### config.mk
export PLATFORM = sky130hd
export DESIGN_NAME = piso_shift_4bit
export DESIGN_NICKNAME = d
export VERILOG_FILES = /design/src/rtl/piso_shift_4bit.sv
export SDC_FILE = /design/constraint.sdc
export NUM_CORES = 1
export LEC_CHECK = 0
export CORE_MARGIN = 4
export CORE_UTILIZATION = 50
export DETAILED_ROUTE_END_ITERATION = 7
export HOLD_SLACK_MARGIN = 0.08
export MAX_ROUTING_LAYER = met4
export PLACE_DENSITY_LB_ADDON = 0.25
export SYNTH_ARGS = -nofsm -noshare
export SYNTH_HDL_FRONTEND = slang
export SYNTH_SLANG_ARGS = --single-unit
export TNS_END_PERCENT = 20
### constraint.sdc
create_clock -name clk -period 2.4 [get_ports clk]
set_input_delay 0.48 -clock clk [delete_from_list [all_inputs] [get_ports clk]]
set_output_delay 0.48 -clock clk [all_outputs]
set_load 0.01 [all_outputs]
### src/rtl/piso_shift_4bit.sv
// Parallel-in, serial-out shifter with valid/ready serial output.
// Captures a word on ld, then emits one bit per accepted beat; back-to-back loads on the last beat.
module piso_shift_4bit #(
  parameter int unsigned WIDTH     = 4,
  parameter bit          LSB_FIRST = 1'b1
) (
  input  logic             clk,
  input  logic             rst,
  input  logic [WIDTH-1:0] d,
  input  logic             ld,
  output logic [WIDTH-1:0] q,
  output logic             sout,
  output logic             sval,
  input  logic             srdy,
  output logic             busy,
  output logic             done,
  output logic             ld_drop
);

  localparam int unsigned CntW = $clog2(WIDTH);

  typedef enum logic [0:0] {StIdle, StShift} state_e;

  state_e            state_q, state_d;
  logic [WIDTH-1:0]  shreg_q, shreg_d;
  logic [CntW-1:0]   cnt_q, cnt_d;
  logic [WIDTH-1:0]  q_q, q_d;
  logic              done_q, done_d;
  logic              ld_drop_q, ld_drop_d;

  logic beat;
  logic last_beat;

  assign beat      = (state_q == StShift) && srdy;
  assign last_beat = beat && (cnt_q == CntW'(WIDTH - 1));

  always_comb begin
    state_d   = state_q;
    shreg_d   = shreg_q;
    cnt_d     = cnt_q;
    q_d       = q_q;
    done_d    = 1'b0;
    ld_drop_d = 1'b0;
    unique case (state_q)
      StIdle: begin
        if (ld) begin
          shreg_d = d;
          q_d     = d;
          cnt_d   = '0;
          state_d = StShift;
        end
      end
      StShift: begin
        if (beat) begin
          shreg_d = LSB_FIRST ? (shreg_q >> 1) : (shreg_q << 1);
          cnt_d   = cnt_q + CntW'(1);
        end
        if (last_beat) begin
          done_d = 1'b1;
          // A load on the final beat chains the next word with no idle gap.
          if (ld) begin
            shreg_d = d;
            q_d     = d;
            cnt_d   = '0;
          end else begin
            state_d = StIdle;
          end
        end else if (ld) begin
          ld_drop_d = 1'b1;
        end
      end
      default: state_d = StIdle;
    endcase
  end

  always_ff @(posedge clk or negedge rst) begin
    if (!rst) begin
      state_q   <= StIdle;
      shreg_q   <= '0;
      cnt_q     <= '0;
      q_q       <= '0;
      done_q    <= 1'b0;
      ld_drop_q <= 1'b0;
    end else begin
      state_q   <= state_d;
      shreg_q   <= shreg_d;
      cnt_q     <= cnt_d;
      q_q       <= q_d;
      done_q    <= done_d;
      ld_drop_q <= ld_drop_d;
    end
  end

  assign q       = q_q;
  assign sout    = LSB_FIRST ? shreg_q[0] : shreg_q[WIDTH-1];
  assign sval    = (state_q == StShift);
  assign busy    = (state_q == StShift);
  assign done    = done_q;
  assign ld_drop = ld_drop_q;

endmodule

; ---- Word level (Yosys, flattened, before mapping)
; Index checks and enable logic that the tools add are counted.
[word_totals]
wordCells = 33
inputBits = 8
register_bits = 13
out_inout_bits = 9
[op_classes]
n_reduce_logical = 2
bitwise = 1
muxes = 20
n_addsub = 1
eq_ne = 3
[op_table]
columns = operator, count
row1 = 2-to-1 mux 4 bit, 6
row2 = one-hot mux 4 bit (2 select lines), 2
row3 = 2-to-1 mux 2 bit, 4
row4 = 2-to-1 mux 1 bit, 6
row5 = one-hot mux 2 bit (2 select lines), 1
row6 = "adder 2 x 1 -> 2 bit, second input constant", 1
row7 = "equality test 2 bit, second input constant", 1
row8 = logical AND 1 bit, 2
row9 = "inequality test 2 x 1 -> 1 bit, second input constant", 1
row10 = "inequality test 2 bit, second input constant", 1
row11 = one-hot mux 1 bit (2 select lines), 1
row12 = inverter 1 bit, 1

; ---- Logic depth before layout (Yosys ltp)
; Gate-level depths: netlist of run 1.
[logic_depth]
word_depth = 5
mapped_depth = 4
depth_no_buf = 4

; ---- Worst setup path before layout of run 1
; OpenSTA, ideal clock, no wires.
[synth_path]
path_type = reg-to-reg
start = register cnt_q[0]
end = register q_q[0], in the netlist q[0]
setup_ns = 0.125
path_stages_with_launch = 5
t_required_ns = 2.275
synth_period_minus_slack_ns = 1.402
t_arrival_ns = 1.277
setup_slack_ns = 0.998
cell_sequence = dfrtp_1 -> ha_1 -> a21bo_4 -> nand2_4 -> mux2_4
[synth_between]
elab_chain_cells = 3
[synth_rtl]
columns = element, line_no
row1 = start: declaration, 26  ; logic [CntW-1:0] cnt_q, cnt_d;
row2 = start signal: assignment, 87  ; cnt_q <= cnt_d;
row3 = equality test 2 bit, 35  ; assign last_beat = beat && (cnt_q == CntW'(WIDTH - 1));
row4 = logical AND 1 bit, 35
row5 = inequality test 2 x 1 -> 1 bit (no source line), -
row6 = end signal: assignment, 88  ; q_q <= q_d;
row7 = end: declaration, 27  ; logic [WIDTH-1:0] q_q, q_d;
; No other way between the ends.
; A chain may end at the register's enable or synchronous reset.

; ---- Worst setup path in the final report of run 1
[layout_path]
start = register shreg_q[0]
end = output port sout
[layout_lines]
columns = element, line_no
row1 = start: declaration, 25  ; logic [WIDTH-1:0] shreg_q, shreg_d;
row2 = start signal: assignment, 86  ; shreg_q <= shreg_d;
row3 = end: declaration, 12  ; output logic sout,
; No word-level cell between the ends.

==> results by stage, run 1 <==
Outcome:
- The run finished with clean final reports.

Power:
- The largest vdd supply drop is 643 uV.
- The analysis attributes to cell leakage a power of 0.403 nW.
- The power density of the placed cells is 1090 nW/um^2.

Synth:
- The adder and majority gate portion of the synthesized area is 1.81%.
- Synthesis inferred 13 register bits.
- When the netlist entered floorplanning its net count stood at 69.
- The area share of xor/xnor cells in the synthesized design is 0%.
- The share of synthesized area occupied by flip-flops and latches is 47.0%.
- During synthesis, Yosys emitted a total of 0 warnings.
- By area, the combinational part of the netlist is dominated by multiplexers.
- The post-synthesis instance area is 692 um^2.
- In the synthesized netlist, mux cells make up 15.6% of the area.
- The compound-cell area share of the yosys netlist is 13.9%.
- The simple logic cell fraction of the synthesized area is 14.1%.
- The synthesized netlist contains 26 unique library cells.
- Averaged over all synthesized cells, the footprint is 11.5 um^2.
- The number of instances in the synthesized netlist is 60.

Global route:
- The maximum number of pins on one net before global-route repair is 17.
- Summed over all layers, the global routing overflow is 0.
- The via count of the first global-routing pass was 502.
- The global-route wire length before repair is 2.35 mm.
- The number of antenna violations at the first check in global routing is 0.
- Global routing used 16.7% of the available tracks.

Timing:
- The final number of max-transition violations was 0.
- The final setup TNS is 0 ns.
- For the pin with the worst max-slew slack, the measured transition is 0.581 ns.
- Hold is met by 0.512 ns.
- The routed design could run at a clock period as short as 1.68 ns.
- The number of endpoints failing setup at the final stage is 0.
- The max-slew headroom at the worst pin is 61.1%.
- After layout, the worst path uses 70.0% of the clock period.
- Setup repair after global routing left no endpoint under its margin.
- The timing-limited maximum frequency is 0.596 GHz.
- The hold violation total from the final report is 0.
- The final clock skew is 0.00145 ns.
- The slack of the critical path is 0.721 ns.

Final layout:
- Summing all non-filler instances in the final layout gives an area of 867 um^2.
- The signed area change from the synthesized netlist to the final layout is 25.3%.
- The repair_antennas step left the layout with diodes totalling 0.
- The post-route netlist has 16.9% of its cells at a drive strength greater than 1.
- The number of filler cells placed in the layout is 110.
- The core occupancy in the finished layout is 66.6%.
- In the final design database the tool counted 87 nets.

Floorplan:
- The area enclosed by the die boundary is 2040 um^2.
- The initial core utilization is 53.2%.
- The floorplan row count is 13.
- Measured along the y axis, the die boundary spans 45.2 um.
- The top-level port count is 17.
- The die is 45.2 um wide.
- The floorplan core area is 1300 um^2.

Worst hold path:
- In this run the worst hold path is classified as flop to flop.
- The worst hold path terminates at q[1].
- The source of the worst hold timing path is q[1].
- Along the worst hold path, the cell count comes to 1.

Route:
- In the routed design, unresolved DRC markers number 0.
- The detailed router placed 516 vias in this run.
- The final layout contains routed wiring with a total length of 1.39 mm.
- The average wire length per cell after detail routing is 15.1 um.
- The DRC marker count from the first detailed-route iteration is 3.
- The number of nets with antenna violations after routing is 0.
- For this run, the detailed router's first-pass iteration total came to 4.
- Using the TritonRoute via totals, the vias-per-cell ratio works out to 5.61.

Clock network:
- TritonCTS built the clock tree.
- The tree is rooted in a sky130_fd_sc_hd__clkbuf_4.
- Counting the buffers created by CTS gives 3.
- In this run the post-CTS setup repair buffer count came out at 0.
- The count of H-tree levels built during CTS is 1.
- Counting along the longest clock path gives a buffer depth of 2.
- The TritonCTS sink count is 13.
- The clock latency reported for the late side of the worst-skew pair is 0.28 ns.
- The cts-stage hold buffer count is 0.
- Clock-pin slew was measured on the worst setup and hold paths at 0.08 ns.
- The number of gates given a new drive strength after cts is 0.

Worst setup path:
- The cell family with the largest share of critical-path delay is buffers and inverters.
- Across all register-to-register paths, the minimum setup slack is 0.86 ns.
- In this run the critical register-to-register path is launched from cnt_q[0].
- The delay of the slowest critical-path stage is 0.54 ns.
- The category of the worst setup path launch point is a flop.
- Together, buffers and inverters on the worst path number 1.
- Among all stages on the critical path, the largest delay is contributed by sky130_fd_sc_hd__clkdlybuf4s50_1.
- Walking the worst path, the cells encountered are clkdlybuf4s50_1.
- STA classifies the critical path endpoint as an output port.
- The endpoint of the worst-slack reg-to-reg timing path is q[3].
- The worst path arrival time is 1.20 ns.
- For the worst setup path, the data required time is 1.92 ns.
- Tracing the worst setup path back leads to its startpoint at shreg_q[0].
- The maximum fanout along the worst path is 3.
- The critical setup path kind is flop to output port.
- The cell count of the worst reg-to-reg path is 4.

Place:
- At the placement stage, the worst setup path has a slack of 0.504 ns.
- The area after detailed placement is 841 um^2.
- The port buffer count is 16.
- Routability-driven placement finished with a final weighted congestion of 0.713.
- The post-DP HPWL is 1.00 mm.

Run:
- Across the run, the number of max-cap violations was 0.
==> cells in the final DEF, fill, tap and decap left out <==
cell,netlist,final
sky130_fd_sc_hd__a21bo_1,1,1
sky130_fd_sc_hd__a21bo_4,1,1
sky130_fd_sc_hd__a22o_1,1,1
sky130_fd_sc_hd__a31oi_1,2,2
sky130_fd_sc_hd__and3_2,1,1
sky130_fd_sc_hd__buf_4,2,2
sky130_fd_sc_hd__clkbuf_1,0,1
sky130_fd_sc_hd__clkbuf_4,0,3
sky130_fd_sc_hd__clkdlybuf4s50_1,0,16
sky130_fd_sc_hd__dfrtp_1,13,13
sky130_fd_sc_hd__ha_1,1,1
sky130_fd_sc_hd__inv_1,2,2
sky130_fd_sc_hd__mux2_2,2,2
sky130_fd_sc_hd__mux2_4,3,3
sky130_fd_sc_hd__mux2i_1,4,4
sky130_fd_sc_hd__nand2_1,4,4
sky130_fd_sc_hd__nand2_4,1,1
sky130_fd_sc_hd__nand3_1,4,4
sky130_fd_sc_hd__nand3b_1,1,1
sky130_fd_sc_hd__nand4_1,2,2
sky130_fd_sc_hd__nor2_1,1,1
sky130_fd_sc_hd__nor2b_1,2,2
sky130_fd_sc_hd__nor3b_1,1,1
sky130_fd_sc_hd__o211ai_1,2,2
sky130_fd_sc_hd__o21ai_0,3,3
sky130_fd_sc_hd__o22ai_1,3,3
==> kinds of logic after synthesis <==
| kind of cell | after synthesis |
|---|---|
| AND/OR/NAND/NOR | 17 |
| AO/OA/AOI/OAI | 13 |
| flip-flops | 13 |
| multiplexers | 9 |
| buffers and inverters | 7 |
| adder cells (fa/ha/maj) | 1 |
==> sequential cells by signal, indices dropped and copies added, names as in the netlist <==
signal,count
ld_drop,1
q,4
cnt_q,2
done,1
shreg_q,4
busy,1
==> routing by layer <==
layer / up-vias / global-route usage (%) / routed length [um]
li1: 252 / - / -
met1: 237 / 21.6 / 619
met2: 25 / 23.4 / 636
met3: 2 / 7.17 / 120
met4: 0 / 5.26 / 13
met5: - / - / 0
==> how the worst max path moves through the flow <==
stage,end,slack (ns),cells after the start
after floorplan,q[0],1.0,4
after global placement,shreg_q[0],0.53,4
after detailed placement,shreg_q[2],0.50,4
after CTS,busy,0.71,1
after global routing,busy,0.65,1
final,sout,0.72,1
==> power breakdown <==
part / total [mW] / leakage [nW] / internal, mW / switching [mW]
combinational: 0.439 / 0.229 / 0.258 / 0.181
clock: 0.138 / 0.0150 / 0.0646 / 0.0732
sequential: 0.368 / 0.159 / 0.308 / 0.0605
==> synth_stat cells (all sizes together) <==
cell | number | share of area (%)
a21bo | 2 | 3.8
a22o | 1 | 1.3
a31oi | 2 | 1.8
and3 | 1 | 1.1
buf | 4 | 4.5
clkbuf | 1 | 2.0
dfrtp | 13 | 47
ha | 1 | 1.8
inv | 2 | 1.1
mux2 | 5 | 9.8
mux2i | 4 | 5.8
nand2 | 5 | 3.8
nand3 | 4 | 2.9
nand3b | 1 | 1.1
nand4 | 2 | 1.8
nor2 | 1 | 0.54
nor2b | 2 | 1.8
nor3b | 1 | 1.1
o211ai | 2 | 2.2
o21ai | 3 | 2.2
o22ai | 3 | 2.7
==> per-stage QoR <==
| step | power (mW) | instances |
|---|---|---|
| 4_1_cts | 0.953 | 92 |
| 2_1_floorplan | 0.641 | 60 |
| 3_3_place_gp | 0.796 | 88 |
| 6_report | 0.946 | 92 |
| 5_1_grt | 1.01 | 92 |
| 3_5_place_dp | 0.815 | 88 |
==> area by class of cell <==
cell class / instances / area [um^2] / share of cell area, %
Multi-Input combinational cell: 40 / 314 / 36.2
Tap cell: 15 / 18.8 / 2.16
Sequential cell: 13 / 325 / 37.5
Inverter: 2 / 7.51 / 0.866
Clock buffer: 4 / 26.3 / 3.03
Timing Repair Buffer: 18 / 175 / 20.2
(Power assumes the default switching activity.)
==> inputs of run 2 (changes only) <==
CORE_UTILIZATION = 46   (was 50)
clock period = 1.61 ns   (was 2.4 ns; I/O delays follow)
==> results by stage, run 2 (synthesized netlist as in run 1, its figures left out) <==
Outcome:
- The run finished with clean final reports.

Clock network:
- The number of buffers inserted by post-CTS setup repair came to 0 (unchanged).
- The clock tree root driver cell is sky130_fd_sc_hd__clkbuf_4.
- The largest buffer count on any clock path is 2 (unchanged).
- The cts-stage hold buffer count is 0 (unchanged).
- The number of gates given a new drive strength after cts was 0 (unchanged).
- The TritonCTS sink count was 13 (unchanged).
- The CTS tree is built.
- The number of buffers inserted during clock tree synthesis is 3 (unchanged).
- The clock latency reported for the late side of the worst-skew pair was 0.28 ns (about the same).
- The count of H-tree levels built during CTS is 1 (unchanged).
- The clock-pin slew of the registers on the worst-case setup and hold paths is 0.08 ns (about the same).

Global route:
- The via count of the first global-routing pass came to 589 (+17%).
- The number of antenna violations at the first check in global routing is 0 (unchanged).
- The remaining global-route overflow is 0 (unchanged).
- The global-route wire length before repair is 2.60 mm (+11%).
- The global routing usage summed across all routing layers is 17.9% (+1.2 points).
- The maximum number of pins on one net before global-route repair is 16 (-1).

Place:
- The placed cell count was 91 (+3.4%).
- The global placer's final weighted congestion is 0.756 (+6.1%).
- The port buffer count is 16 (unchanged).
- The post-placement setup slack is 0.00277 ns (-0.501 ns).
- The post-DP HPWL was 1.12 mm (+12%).

Final layout:
- Leaving out fill and tap cells, the most frequent cell in the layout is sky130_fd_sc_hd__clkdlybuf4s50_1.
- The diode insertion count for antenna repair is 0 (unchanged).
- The layout cell share with drive strength beyond 1 was 20.0% (+3.1 points).
- The number of filler cells placed in the layout is 119 (+8.2%).
- The final non-filler cell total came to 95 (+3.3%).
- The total number of nets in the final design was 90 (+3.4%).
- Relative to the synthesized area, the layout overhead comes to 28.6%.
- The area occupied by registers is 325 um^2 (unchanged).
- The library cells used most frequently in the layout, excluding fill and tap cells, are sky130_fd_sc_hd__clkdlybuf4s50_1, sky130_fd_sc_hd__dfrtp_1, sky130_fd_sc_hd__buf_4.
- The area of the multi-input gates is 314 um^2 (unchanged).

Timing:
- The number of endpoints failing setup at the final stage came to 0 (unchanged).
- The max-slew headroom at the worst pin came to 87.8% (+27 points).
- The hold violation total from the final report came to 0 (unchanged).
- The final clock skew is 0.00754 ns (+0.00610 ns).
- Static timing analysis puts the maximum clock frequency at 0.637 GHz.
- The time the final worst path needs with I/O delays and setup is 1.57 ns.
- The post-route fraction of the period consumed by the critical path is 97.5%.
- Setup repair after global routing left no endpoint under its margin.
- The transition time of the tightest slew-check pin was 0.183 ns (-0.398 ns).
- The slack of the critical path is 0.0406 ns (-0.680 ns).
- The final setup TNS was 0 ns (unchanged).
- The final number of max-transition violations is 0 (unchanged).

Worst setup path:
- STA classifies the critical path endpoint as an output port.
- The signal on the critical path passes through clkdlybuf4s50_1.
- The maximum fanout along the worst path is 4 (+1).
- The critical path buffer and inverter count is 1 (unchanged).
- The critical path data required time came to 1.29 ns (-0.63 ns).
- The worst-case register-to-register setup slack is 0.20 ns (-0.66 ns).
- The category of the worst setup path launch point is a flop.
- The delay of the slowest critical-path stage is 0.56 ns (+0.02 ns).
- The cell family with the largest share of critical-path delay is buffers and inverters.
- The critical setup path kind is flop to output port.
- The slowest stage of the critical path belongs to the cell sky130_fd_sc_hd__clkdlybuf4s50_1.
- The worst path arrival time is 1.25 ns (+0.05 ns).

Route:
- The DRC violations left is 0 (unchanged).
- The number of nets with antenna violations after routing is 0 (unchanged).
- The detailed-route vias per instance is 5.68 (+1.3%).
- The final wirelength was 1.53 mm (+10%).
- The routed via count was 540 (+4.7%).
- The average wire length per cell after detail routing is 16.1 um (+6.5%).
- The number of search-and-repair iterations in the first detailed-routing pass is 4 (unchanged).
- The DRC marker count from the first detailed-route iteration is 7 (+4).

Floorplan:
- The floorplan core area is 1370 um^2 (+5.0%).
- The initial core utilization came to 50.6% (-2.5 points).
- The area enclosed by the die boundary is 2190 um^2 (+7.1%).
- The floorplan row count is 13 (unchanged).
- The top-level port count came to 17 (unchanged).
- The chip height came to 46.8 um (+3.5%).
- The die boundary width came to 46.8 um (+3.5%).

Worst hold path:
- The worst hold-check path type is input pin to asynchronous set/reset pin.

Power:
- The sum of internal, switching and leakage power was 1.44 mW (+52%).
- The power density of the placed cells was 1620 nW/um^2 (+49%).
- The leakage power is 0.418 nW (+3.7%).
- The largest vdd supply drop came to 958 uV (+49%).

Run:
- The number of maximum-capacitance violations is 0 (unchanged).
[run 2: changes by cell type in the layout (fill, tap and decap cells not counted)]
cell	delta
sky130_fd_sc_hd__buf_4	+3
[run 2: report_power, final]
| part | switching [mW] | internal [mW] | total [mW] | leakage (nW) |
|---|---|---|---|---|
| logic | 0.284 | 0.399 | 0.684 | 0.244 |
| registers | 0.0953 | 0.459 | 0.555 | 0.159 |
| clock network | 0.107 | 0.0962 | 0.203 | 0.0150 |
| total | 0.486 | 0.955 | 1.44 | 0.418 |
[run 2: worst reg2reg max path, delay by kind of cell, from the launching register on]
family          cells  cell delay [ns]
flops               1             0.42
simple gates        1             0.10
compound gates      1             0.24
fa+ha+maj           1             0.24
mux                 1             0.30
[run 2: stage by stage]
| step | util [%] | instance area (um^2) | hold WS, ns |
|---|---|---|---|
| 5_1_grt | 65.1 | 890 | 0.344 |
| 4_1_cts | 65.1 | 890 | 0.344 |
| 2_1_floorplan | - | 692 | 0.0264 |
| 3_5_place_dp | 63.2 | 863 | 0.487 |
| 6_report | 65.1 | 890 | 0.333 |
| 3_3_place_gp | 63.2 | 863 | 0.479 |
[run 2: layout make-up]
class | instances | area share [%]
sequential | 13 | 36.6
multi-input combinational | 40 | 35.3
timing repair buffer | 21 | 22.2
clock buffer | 4 | 2.95
tap | 15 | 2.11
inverter | 2 | 0.844
[run 2: final timing paths]
check,startpoint,to,cells after the start
hold reg to reg,q[1],q[1],1
setup reg to reg,cnt_q[0],q[2],4
min in group clk,q[1],q[1],1
hold / removal,rst,busy,2
max in group asynchronous,rst,done,2
setup / recovery,busy,busy,1
[run 2: layer usage]
| layer | share of wire [%] | routed length [um] | GRT usage (%) | up-vias |
|---|---|---|---|---|
| met2 | 48 | 735 | 27.4 | 21 |
| met4 | 1.6 | 25 | 4.97 | 0 |
| met5 | 0 | 0 | - | - |
| met3 | 6.4 | 98 | 4.21 | 5 |
| met1 | 44 | 671 | 23.6 | 253 |
| li1 | - | - | - | 261 |
